File: config.mk
export PLATFORM = sky130hd
export DESIGN_NAME = color_sensor_emulator_flat
export DESIGN_NICKNAME = d
export VERILOG_FILES = /design/src/rtl/color_sensor_emulator_if.sv /design/src/rtl/color_sensor_emulator.sv /design/src/flat_wrapper.sv
export SDC_FILE = /design/constraint.sdc
export NUM_CORES = 1
export LEC_CHECK = 0
export ABC_AREA = 1
export BUFFER_PORTS_ARGS = -buffer_cell sky130_fd_sc_hd__buf_4
export CAP_MARGIN = 20
export CORE_MARGIN = 2
export CORE_UTILIZATION = 60
export DETAILED_ROUTE_END_ITERATION = 16
export HOLD_SLACK_MARGIN = 0.03
export PLACE_DENSITY_LB_ADDON = 0.1
export SLEW_MARGIN = 20
export SYNTH_ARGS = -nofsm -noshare
export SYNTH_HDL_FRONTEND = slang
export SYNTH_SLANG_ARGS = --single-unit
File: constraint.sdc
create_clock -name clk -period 5 [get_ports clk]
set_input_delay 0.75 -clock clk [delete_from_list [all_inputs] [get_ports clk]]
set_output_delay 0.75 -clock clk [all_outputs]
set_load 0.02 [all_outputs]
File: src/rtl/color_sensor_emulator_if.sv
// Configuration bus for the colour sensor emulator.
// The bench or a soft CPU drives the master side and the emulator listens on
// the slave side. A single-cycle cfg_we strobe writes cfg_data into the
// channel register that cfg_sel selects.
interface color_sensor_emulator_if #(
    parameter int CNT_W = 20
);
    logic             cfg_we;
    logic [1:0]       cfg_sel;
    logic [CNT_W-1:0] cfg_data;

    modport master (output cfg_we, cfg_sel, cfg_data);
    modport slave  (input  cfg_we, cfg_sel, cfg_data);
endinterface

File: src/rtl/color_sensor_emulator.sv
// Colour sensor emulator.
// Produces a 50%-duty square wave on sensor_out. Its half period is the base
// value of the channel selected by filter, multiplied by the factor that scale
// selects (x50, x5 or x1). Any change to filter or scale holds the output low
// for SETTLE_CYCLES cycles. scale = 00 powers the output down.
// Optional feature: define EMU_EDGE_CNT_EN to build a 16-bit rising-edge
// counter on edge_count. When it is undefined, edge_count is tied to zero.
module color_sensor_emulator #(
    parameter int CNT_W         = 20,
    parameter int SETTLE_CYCLES = 100,
    parameter int DEF_HALF      = 1000
) (
    input  logic                   clk,
    input  logic                   rst_n,
    input  logic [1:0]             filter,
    input  logic [1:0]             scale,
    color_sensor_emulator_if.slave cfg,
    output logic                   sensor_out,
    output logic                   settling,
    output logic [15:0]            edge_count
);

    localparam int HW = CNT_W + 6;
    localparam int SW = (SETTLE_CYCLES > 1) ? $clog2(SETTLE_CYCLES) : 1;
    localparam logic [SW-1:0] SETTLE_LAST = SW'(SETTLE_CYCLES - 1);

    typedef enum logic [1:0] {
        OFF    = 2'd0,
        SETTLE = 2'd1,
        RUN    = 2'd2
    } state_t;

    state_t           state, state_nxt;
    logic [CNT_W-1:0] base [4];
    logic [3:0]       prev_sel;
    logic [SW-1:0]    settle_cnt, settle_nxt;
    logic [HW-1:0]    half_cnt, half_nxt;
    logic             sensor_nxt;
    logic [5:0]       mult;
    logic [HW-1:0]    h_val;
    logic             sel_change;

    // Translate the scale code into a multiplier. Power-down uses zero.
    always_comb begin
        mult = 6'd0;
        case (scale)
            2'b01:   mult = 6'd50;
            2'b10:   mult = 6'd5;
            2'b11:   mult = 6'd1;
            default: mult = 6'd0;
        endcase
    end

    assign h_val      = HW'(base[filter]) * HW'(mult);
    assign sel_change = ({filter, scale} != prev_sel);

    // Channel registers. A write only changes the value seen at the next reload.
    always_ff @(posedge clk or negedge rst_n) begin
        if (!rst_n) begin
            for (int i = 0; i < 4; i++) begin
                base[i] <= CNT_W'(DEF_HALF);
            end
        end else if (cfg.cfg_we) begin
            base[cfg.cfg_sel] <= cfg.cfg_data;
        end
    end

    // Remember last cycle's filter/scale so that any change is detected.
    always_ff @(posedge clk or negedge rst_n) begin
        if (!rst_n) begin
            prev_sel <= 4'b0000;
        end else begin
            prev_sel <= {filter, scale};
        end
    end

    // Next-state and output logic: settle sequencing, half-period reload and toggling.
    always_comb begin
        state_nxt  = state;
        settle_nxt = settle_cnt;
        half_nxt   = half_cnt;
        sensor_nxt = sensor_out;
        case (state)
            OFF: begin
                sensor_nxt = 1'b0;
                if (scale != 2'b00) begin
                    state_nxt  = SETTLE;
                    settle_nxt = '0;
                end
            end
            SETTLE: begin
                sensor_nxt = 1'b0;
                if (sel_change) begin
                    state_nxt  = (scale == 2'b00) ? OFF : SETTLE;
                    settle_nxt = '0;
                end else if (settle_cnt == SETTLE_LAST) begin
                    state_nxt  = RUN;
                    settle_nxt = '0;
                    half_nxt   = h_val;
                end else begin
                    settle_nxt = settle_cnt + SW'(1);
                end
            end
            RUN: begin
                if (sel_change) begin
                    state_nxt  = (scale == 2'b00) ? OFF : SETTLE;
                    settle_nxt = '0;
                    sensor_nxt = 1'b0;
                end else if (half_cnt == '0) begin
                    sensor_nxt = 1'b0;
                    half_nxt   = h_val;
                end else if (half_cnt == HW'(1)) begin
                    half_nxt   = h_val;
                    sensor_nxt = (h_val == '0) ? 1'b0 : ~sensor_out;
                end else begin
                    half_nxt = half_cnt - HW'(1);
                end
            end
            default: begin
                state_nxt  = OFF;
                sensor_nxt = 1'b0;
            end
        endcase
    end

    // State and counter registers. settling is decoded from the next state so that it lines up with SETTLE.
    always_ff @(posedge clk or negedge rst_n) begin
        if (!rst_n) begin
            state      <= OFF;
            settle_cnt <= '0;
            half_cnt   <= '0;
            sensor_out <= 1'b0;
            settling   <= 1'b0;
        end else begin
            state      <= state_nxt;
            settle_cnt <= settle_nxt;
            half_cnt   <= half_nxt;
            sensor_out <= sensor_nxt;
            settling   <= (state_nxt == SETTLE);
        end
    end

`ifdef EMU_EDGE_CNT_EN
    // Count the 0->1 transitions of sensor_out. The count wraps and is cleared only by reset.
    always_ff @(posedge clk or negedge rst_n) begin
        if (!rst_n) begin
            edge_count <= 16'd0;
        end else if (sensor_nxt && !sensor_out) begin
            edge_count <= edge_count + 16'd1;
        end
    end
`else
    assign edge_count = 16'd0;
`endif

endmodule

File: src/flat_wrapper.sv
// flat-port wrapper written by rule: the top's interface ports become plain ports
module color_sensor_emulator_flat 
#(
    parameter int CNT_W         = 20,
    parameter int SETTLE_CYCLES = 100,
    parameter int DEF_HALF      = 1000
)
  (clk, rst_n, filter, scale, sensor_out, settling, edge_count, cfg_cfg_we, cfg_cfg_sel, cfg_cfg_data);
  color_sensor_emulator_if #(.CNT_W(CNT_W)) cfg_i ();
  input  logic clk;
  input  logic rst_n;
  input  logic [1:0] filter;
  input  logic [1:0] scale;
  output logic sensor_out;
  output logic settling;
  output logic [15:0] edge_count;
  input wire logic [$bits(cfg_i.cfg_we)-1:0] cfg_cfg_we;
  input wire logic [$bits(cfg_i.cfg_sel)-1:0] cfg_cfg_sel;
  input wire logic [$bits(cfg_i.cfg_data)-1:0] cfg_cfg_data;
  assign cfg_i.cfg_we = cfg_cfg_we;
  assign cfg_i.cfg_sel = cfg_cfg_sel;
  assign cfg_i.cfg_data = cfg_cfg_data;
  color_sensor_emulator #(.CNT_W(CNT_W), .SETTLE_CYCLES(SETTLE_CYCLES), .DEF_HALF(DEF_HALF)) u_core (.clk(clk), .rst_n(rst_n), .filter(filter), .scale(scale), .cfg(cfg_i), .sensor_out(sensor_out), .settling(settling), .edge_count(edge_count));
endmodule
==> results summary, run 1 <==
The overall die area is approximately 18000 sq um. The residual overflow from global routing came out at 0. The via count of the first global-routing pass is roughly 8600. The type of the worst setup path is input port to register. The overall routed net length is approximately 23000 microns. The register area share after synthesis is 0.309.

The endpoint identified for the worst register-to-register timing path is u_core.sensor_out$_DFFE_PN0P_. The clock tree synthesis step divided the H-tree into 4 levels. The first routing iteration left between 400 and 500 violations. The antenna violation net count after detailed routing is 0.

The number of cells produced by synthesis came out at 1401. The relative slew slack came out at 0.524. The mean number of vias per cell came out at 5.27. The initial utilization of the core area, before any placement, comes to 0.619. The number of antenna cells inserted came out at 0.

For this design, the CTS-stage hold fixing added 0 buffers. The final-report setup violation count is 0. The number of gates resized after CTS was 0. The placed cell area came out at about 10000 sq um. The post-layout utilization of the core is 0.687. The sort of element at the start of the critical path is an input port. The run finished with clean final reports. The share of the clock period used by the worst path is 0.923.

Yosys attributes the largest share of cell area to sky130_fd_sc_hd__dfrtp_1 (25%), sky130_fd_sc_hd__nand2_1 (15%), sky130_fd_sc_hd__inv_1 (8.6%). The endpoint class of the critical path is a register. The power per cell area came out at approximately 360 nW/um^2.

In the synthesized netlist the async set-or-reset flop fraction comes to 1.00. Clock skew on the completed layout was measured at between 0.015 and 0.02 ns. The global-route wire length before repair is roughly 40000 microns. The fraction of final layout cells with drive strength greater than 1 is 0.0950. Setup repair after global routing left no endpoint under its margin. The core region area came out at around 16000 sq um. The number of hold violations in the final report came to 0. The total placed cells including tap cells is between 1500 and 2000. The DRC violation count after routing came out at 0. The number of buffers inserted by post-CTS setup repair is 0. The clock slew seen by the registers of the worst setup and hold paths is 0.06 ns. The startpoint of the worst register-to-register path is u_core.base[46]$_DFFE_PN1P_. Counting flops and latches in the post-synthesis netlist gives around 120. TritonCTS built the clock tree. The worst endpoint required time came out at about 5.3 ns. The clock latency on the worst-skew pair came out at roughly 0.44 ns. The mean cell area of the mapped netlist came out at between 7 and 8 sq um. The horizontal die dimension came out at between 100 and 150 microns. Clock tree synthesis found a total of between 100 and 150 sinks. Row generation in the floorplan step produced 46 rows.

STA puts the critical path data arrival time at 4.93 ns. Timing would allow up to about 0.22 GHz. Of the post-synthesis cell area, the dominant cell type holds 0.245.

The tree is rooted in a sky130_fd_sc_hd__clkbuf_16. The first-pass iteration count of the detailed router came out at 5. The average wire per cell in the routed design came out at around 14 microns. In the synthesized netlist the dominant register cell turns out to be sky130_fd_sc_hd__dfrtp_1. The number of pins exceeding their max-slew limit in the final report came to 0.

The largest voltage drop on the vdd net came out at ~0.29 mV. The final weighted congestion of routability-driven global placement came out at a little under 1. Counting the buffers created by CTS gives 17. The slew at the pin with the worst max-slew slack is roughly 0.7 ns. The maximum root-to-sink buffer count came out at 2.

The synthesized cell area came out at approximately 9900 sq um. After legalization and detailed placement, the total HPWL measured roughly 17000 microns. The static power due to leakage is 5.96 nW.

Once layout is done, the placed cells without fillers occupy between 10000 and 15000 sq um. The signed area change from the synthesized netlist to the final layout came out at 11.0%. The initial antenna violation count is 0.

The floorplan step set the die height to ~130 microns. The worst-case reg-to-reg path depth is 23. The I/O pin count is 47. The post-synthesis cell type count came out at 47. The max-capacitance violation count is 0.

The min-delay analysis places its worst path in the category input port to asynchronous set/reset pin. The number of warnings reported in the yosys synthesis log is 0. Summed over all instances, the cell type with the most area after synthesis is sky130_fd_sc_hd__dfrtp_1. The pin count of the biggest net entering global routing came out at 52. Across every metal layer, demand over resource in global routing totals 0.275.

The slack of the worst reg-to-reg path came out at 0.76 ns. The final layout contains roughly 1600 nets. The count of flip-flops with a built-in enable after synthesis came out at 0. The time the worst path needs with I/O delays and setup is about 4.6 ns.

The final setup TNS is 0 ns. The largest driver fanout on the critical path came out at 36. The number of port buffers is 30. The non-filler instance count after layout is 1668. The routed layout has roughly 8800 vias.
==> metrics by stage <==
step | setup slack [ns] | hold WS [ns] | power, mW
6_report | 0.384 | 0.352 | 4.00
5_1_grt | 0.0965 | 0.401 | 4.32
4_1_cts | 0.403 | 0.378 | 4.01
3_5_place_dp | -0.0356 | 0.473 | 2.80
3_3_place_gp | -0.0157 | 0.467 | 2.77
2_1_floorplan | 0.0700 | 0.453 | 2.43
==> Yosys cell counts (6+ instances only) <==
cell                       instances
sky130_fd_sc_hd__nand3_1          86
sky130_fd_sc_hd__nor2_1          132
sky130_fd_sc_hd__o21ai_1          11
sky130_fd_sc_hd__a21oi_1          32
sky130_fd_sc_hd__fa_1             42
sky130_fd_sc_hd__nand2_1         404
sky130_fd_sc_hd__xnor2_1           6
sky130_fd_sc_hd__clkbuf_1         28
sky130_fd_sc_hd__nand4_1          17
sky130_fd_sc_hd__o21ai_0         122
sky130_fd_sc_hd__xor2_1           18
sky130_fd_sc_hd__dfrtp_1          97
sky130_fd_sc_hd__inv_1           228
sky130_fd_sc_hd__dfstp_2          24
sky130_fd_sc_hd__buf_2            10
sky130_fd_sc_hd__a32o_1           12
sky130_fd_sc_hd__nor3_1            6
sky130_fd_sc_hd__ha_1             57
sky130_fd_sc_hd__o211ai_1         10
sky130_fd_sc_hd__buf_4            19
==> power by group <==
| group | switching, mW | total [mW] | internal, mW | leakage [nW] |
|---|---|---|---|---|
| clock | 0.510 | 1.18 | 0.674 | 0.281 |
| sequential | 0.154 | 1.35 | 1.20 | 1.45 |
| combinational | 0.922 | 1.46 | 0.537 | 4.22 |
| total | 1.59 | 4.00 | 2.41 | 5.96 |
==> how the worst max path moves through the flow <==
| stage | startpoint | end | slack [ns] | cells after the start |
|---|---|---|---|---|
| after floorplan | filter[1] | u_core.sensor_out$_DFFE_PN0P_ | 0.07 | 25 |
| after global placement | filter[0] | u_core.sensor_out$_DFFE_PN0P_ | -0.02 | 25 |
| after detailed placement | filter[0] | u_core.sensor_out$_DFFE_PN0P_ | -0.04 | 25 |
| after CTS | filter[0] | u_core.sensor_out$_DFFE_PN0P_ | 0.40 | 25 |
| after global routing | filter[0] | u_core.sensor_out$_DFFE_PN0P_ | 0.1 | 25 |
| final | filter[0] | u_core.sensor_out$_DFFE_PN0P_ | 0.38 | 23 |
==> layout by cell type, fill, tap and decap left out, types with 3 or more instances in the layout <==
| cell type | Yosys | layout |
|---|---|---|
| sky130_fd_sc_hd__a21oi_1 | 32 | 32 |
| sky130_fd_sc_hd__a32o_1 | 12 | 12 |
| sky130_fd_sc_hd__buf_12 | 0 | 3 |
| sky130_fd_sc_hd__buf_4 | 19 | 64 |
| sky130_fd_sc_hd__clkbuf_16 | 0 | 18 |
| sky130_fd_sc_hd__clkinv_2 | 0 | 3 |
| sky130_fd_sc_hd__conb_1 | 1 | 16 |
| sky130_fd_sc_hd__dfrtp_1 | 97 | 97 |
| sky130_fd_sc_hd__dfstp_2 | 24 | 24 |
| sky130_fd_sc_hd__fa_1 | 42 | 42 |
| sky130_fd_sc_hd__ha_1 | 57 | 57 |
| sky130_fd_sc_hd__inv_1 | 228 | 228 |
| sky130_fd_sc_hd__inv_4 | 1 | 3 |
| sky130_fd_sc_hd__inv_6 | 0 | 4 |
| sky130_fd_sc_hd__nand2_1 | 404 | 403 |
| sky130_fd_sc_hd__nand3_1 | 86 | 86 |
| sky130_fd_sc_hd__nand3b_1 | 3 | 3 |
| sky130_fd_sc_hd__nand4_1 | 17 | 17 |
| sky130_fd_sc_hd__nor2_1 | 132 | 132 |
| sky130_fd_sc_hd__nor3_1 | 6 | 6 |
| sky130_fd_sc_hd__nor4_1 | 4 | 4 |
| sky130_fd_sc_hd__o211ai_1 | 10 | 10 |
| sky130_fd_sc_hd__o21ai_0 | 122 | 122 |
| sky130_fd_sc_hd__o21ai_1 | 11 | 11 |
| sky130_fd_sc_hd__o22ai_1 | 3 | 3 |
| sky130_fd_sc_hd__xnor2_1 | 6 | 6 |
| sky130_fd_sc_hd__xor2_1 | 18 | 18 |
==> registers in the layout (all words and copies together) (netlist names) <==
signal and flops:
u_core.settle_cnt 7, u_core.settling 1, u_core.sensor_out 1, u_core.base 80, u_core.prev_sel 4, u_core.state 2
u_core.half_cnt 26
==> layer usage <==
layer  global-route usage  wire, microns
met3               0.0471            887
met2                0.466          10900
met1                0.364          10500
met4               0.0848            419
met5                    0              0
==> cell families after synthesis <==
| group | synth area share |
|---|---|
| DFF | 0.309 |
| other | 0.000379 |
| AOI/OAI and AO/OA | 0.113 |
| buffers and inverters | 0.122 |
| and+or+nand+nor | 0.277 |
| adders and majority gates | 0.157 |
| xor gates and xnor gates | 0.0212 |
==> critical path: stages <==
cell,delay [ns]
sky130_fd_sc_hd__buf_4,0.14
sky130_fd_sc_hd__inv_1,0.09
sky130_fd_sc_hd__buf_12,0.19
sky130_fd_sc_hd__nand2_1,0.07
sky130_fd_sc_hd__a32o_1,0.26
sky130_fd_sc_hd__nor2_1,0.16
sky130_fd_sc_hd__fa_1,0.47
sky130_fd_sc_hd__fa_1,0.55
sky130_fd_sc_hd__inv_1,0.05
sky130_fd_sc_hd__fa_1,0.47
sky130_fd_sc_hd__inv_1,0.04
sky130_fd_sc_hd__ha_1,0.34
sky130_fd_sc_hd__nand2_1,0.14
sky130_fd_sc_hd__nor2_1,0.26
sky130_fd_sc_hd__nand3_1,0.14
sky130_fd_sc_hd__nand4_1,0.12
sky130_fd_sc_hd__nand2_1,0.12
sky130_fd_sc_hd__nor2_1,0.17
sky130_fd_sc_hd__nand3_1,0.10
sky130_fd_sc_hd__nor2_1,0.09
sky130_fd_sc_hd__nand3_1,0.09
sky130_fd_sc_hd__nand2_1,0.08
sky130_fd_sc_hd__nand2_1,0.05
==> final cells by class <==
class	count	area [sq um]
fill	1434	5010
sequential	121	3060
clock inverter	14	110
inverter	231	870
tap	216	270
timing repair buffer	67	541
multi-input combinational	1001	5690
clock buffer	18	450
(Power assumes the default switching activity.)
==> inputs of run 2 (changes only) <==
Settings changed: RECOVER_POWER from default to 25.
==> run 2 against run 1 <==
Compared with the run above: the flow now finishes with violations (capacitance limit, slew limit); count of clock-buffer cells in the layout stayed put; hold slack better by 0.11 ns; via count barely moved; critical path depth up 1; worst setup slack got worse by 0.013 ns; sequential cell count did not move; core utilization is 0.14 points lower; sequential power hardly changed; global-route usage is the same; combinational power barely moved; first-iteration DRC count down 1.7%; cell count unchanged; critical endpoint unchanged.
==> results summary, run 2 (synthesized netlist as in run 1, its figures left out) <==
The static power due to leakage came to 5.94 nW (-0.35%). The global-route wire length before repair was 39700 microns (unchanged). The chip height was 132 microns (unchanged). The library cell used most frequently in the layout, excluding fill and tap cells, is sky130_fd_sc_hd__nand2_1. The DRC violation count after routing is 0 (unchanged).

The final-report setup violation count came out at 0 (unchanged). The internal power contribution is 2.41 mW (about the same). The number of port buffers came out at 30 (unchanged).

The horizontal die dimension is 132 microns (unchanged). The number of buffers inserted for hold repair after clock tree synthesis came out at 0 (unchanged). The signed area change from the synthesized netlist to the final layout is 10.8%.

The number of pins exceeding their max-slew limit in the final report came out at 134 (+134). The arrival time of data at the critical path endpoint is 4.94 ns (about the same). The final setup slack of the worst path was 0.371 ns (-0.0128 ns). The top cell types in the final layout, fill and taps aside, are sky130_fd_sc_hd__nand2_1 (403), sky130_fd_sc_hd__inv_1 (228), sky130_fd_sc_hd__nor2_1 (132). The total placed cells including tap cells came out at 1636 (unchanged). The overall die area came out at 17500 sq um (unchanged). The switching fraction of total power came out at 0.397 (+0.000697).

The detailed-route wire length on metal 1 came out at 10500 microns (about the same). TritonCTS built the clock tree. The final weighted congestion of routability-driven global placement came to 0.964 (unchanged). The largest registers in the layout are u_core.base (80), u_core.half_cnt (26), u_core.settle_cnt (7). The final reports fail on capacitance limit, slew limit. The net switching power of the design is 1.59 mW (+0.23%).

The placed wire-length estimate is 17200 microns (unchanged). The I/O pin count came to 47 (unchanged). In this run the worst hold path is classified as input port to register. The number of flip-flops in the largest register came out at 80 (unchanged). The clock latency on the worst-skew pair is 0.44 ns (about the same). The detailed-routed wire length on met2 is 11000 microns (+0.59%).

The number of buffers inserted by post-CTS setup repair is 0 (unchanged). The max-capacitance violation count is 3 (+3). The overall routed net length is 22800 microns (+0.36%). The time the worst path needs with I/O delays and setup came out at 4.63 ns (+0.0128 ns). The relative slew slack is -0.875 (-1.40). The detailed-route via count is 8786 (-0.046%). The worst slack after detailed placement is -0.0356 ns (unchanged). The design area came out at 11000 sq um (-0.20%).

The initial core utilization is 0.619 (unchanged). The residual overflow from global routing came to 0 (unchanged). The fraction of final layout cells with drive strength greater than 1 came to 0.0909 (-0.00413). The post-layout utilization of the core came to 0.685 (-0.00141). Setup repair after global routing left no endpoint under its margin. The relative contribution of combinational cells to total power came to 0.365 (about the same). The layout net count is 1567 (unchanged). The number of hold violations in the final report is 0 (unchanged).

The uppermost signal routing layer after detailed routing is met4. The largest driver fanout on the critical path came out at 11 (-69%). The number of inserted filler cells in the final layout came out at 1436 (+0.14%). The highest clock frequency the design can meet was 0.216 GHz (-0.28%). The cell row count was 46 (unchanged). The antenna violation net count after detailed routing is 0 (unchanged). The root buffer cell chosen for the clock tree is sky130_fd_sc_hd__clkbuf_16. The maximum root-to-sink buffer count is 2 (unchanged). The number of gates resized after CTS came to 0 (unchanged).

The sort of element at the start of the critical path is an input port. The core region area came to 16000 sq um (unchanged). The worst clock skew on the final layout was 0.0192 ns (+0.00371 ns).

The fraction of power consumed by sequential logic came to 0.339 (about the same). The average wire per cell in the routed design came to 13.7 microns (+0.36%). The largest voltage drop on the vdd net came out at 0.288 mV (-0.13%). The worst endpoint required time came out at 5.31 ns (about the same). The critical path in this run is classified as input port to register. The initial antenna violation count came to 0 (unchanged). The worst-case hold slack came to 0.459 ns (+0.106 ns). The total CTS buffers came out at 17 (unchanged). The mean number of vias per cell came out at 5.27 (about the same). The pin count of the biggest net entering global routing is 52 (unchanged). The worst setup path is captured at a register. The power per cell area is 365 nW/um^2 (+0.26%). The violation count after the first detailed-routing iteration came out at 467 (-1.7%). The clock slew seen by the registers of the worst setup and hold paths came to 0.06 ns (about the same). The first-pass iteration count of the detailed router came out at 5 (unchanged). The via count of the first global-routing pass is 8573 (unchanged).

The placed cell area came out at 10400 sq um (unchanged). The clock power share came out at 0.296 (about the same). The non-filler instance count after layout is 1668 (unchanged). The number of sinks driven by the clock tree is 121 (unchanged). The overall track demand over capacity in global routing is 0.275 (unchanged).

The register containing the most flip-flops in the final layout is u_core.base. The share of the clock period used by the worst path is 0.926 (+0.00257). The number of antenna cells inserted came to 0 (unchanged). The slew at the pin with the worst max-slew slack came to 2.81 ns (+2.10 ns).

The run finished, with violations left. The number of levels the H-tree was split into is 4 (unchanged). The total length of routed met3 wires was 865 microns (-2.5%).
## run 2: per-layer routing
metal / global-route usage / vias up
met5: 0 / -
met4: 0.0848 / 0
met3: 0.0471 / 33
met2: 0.466 / 174
met1: 0.364 / 4108
li1: - / 4471
## run 2: power by group through the flow
stage	Combinational, mW	Sequential [mW]	Clock (mW)
after floorplan	1.10	1.32	0
after global placement	1.41	1.36	0
after detailed placement	1.44	1.36	0
after CTS	1.46	1.35	1.20
after global routing	1.70	1.38	1.24
final	1.46	1.36	1.18
## run 2: final cells by class
type	instances	area (sq um)	share of cell area
clock buffer	18	450	0.0411
clock inverter	14	110	0.0100
inverter	231	870	0.0793
multi-input combinational	1001	5690	0.519
sequential	121	3060	0.279
tap	216	270	0.0246
timing repair buffer	67	518	0.0472
## run 2: worst max-delay path: stages
cell and delay [ns]:
sky130_fd_sc_hd__buf_4 0.08, sky130_fd_sc_hd__clkbuf_1 0.45, sky130_fd_sc_hd__nand3_1 0.23, sky130_fd_sc_hd__nand2_1 0.19, sky130_fd_sc_hd__o21ai_0 0.11, sky130_fd_sc_hd__ha_1 0.32
sky130_fd_sc_hd__fa_1 0.48, sky130_fd_sc_hd__inv_1 0.05, sky130_fd_sc_hd__fa_1 0.52, sky130_fd_sc_hd__inv_1 0.04, sky130_fd_sc_hd__ha_1 0.36, sky130_fd_sc_hd__nand2_1 0.12
sky130_fd_sc_hd__nor2_1 0.23, sky130_fd_sc_hd__nand2_1 0.12, sky130_fd_sc_hd__nand2_1 0.11, sky130_fd_sc_hd__nand2_1 0.06, sky130_fd_sc_hd__nand2_1 0.09, sky130_fd_sc_hd__nand3_1 0.07
sky130_fd_sc_hd__nor2_1 0.13, sky130_fd_sc_hd__nand3_1 0.09, sky130_fd_sc_hd__nor2_1 0.09, sky130_fd_sc_hd__nand3_1 0.09, sky130_fd_sc_hd__nand2_1 0.08, sky130_fd_sc_hd__nand2_1 0.05
## run 2: worst paths after layout
kind	endpoint	slack (ns)	depth (start not counted)	startpoint
setup / recovery	u_core.sensor_out$_DFFE_PN0P_	0.37	24	filter[1]
hold / removal	u_core.prev_sel[0]$_DFF_PN0_	0.46	1	scale[0]
setup reg to reg	u_core.sensor_out$_DFFE_PN0P_	0.74	23	u_core.base[6]$_DFFE_PN1P_
hold reg to reg	u_core.base[50]$_DFFE_PN0P_	0.48	2	u_core.base[50]$_DFFE_PN0P_
max in group asynchronous	u_core.base[67]$_DFFE_PN1P_	2.07	2	rst_n
min in group asynchronous	u_core.settle_cnt[6]$_DFFE_PN0P_	1.22	1	rst_n
## run 2: through the flow
stage	setup TNS, ns	power, mW
after floorplan	0	2.43
after global placement	-0.0157	2.77
after detailed placement	-0.0356	2.80
after CTS	0	4.01
after global routing	0	4.32
final	0	4.00
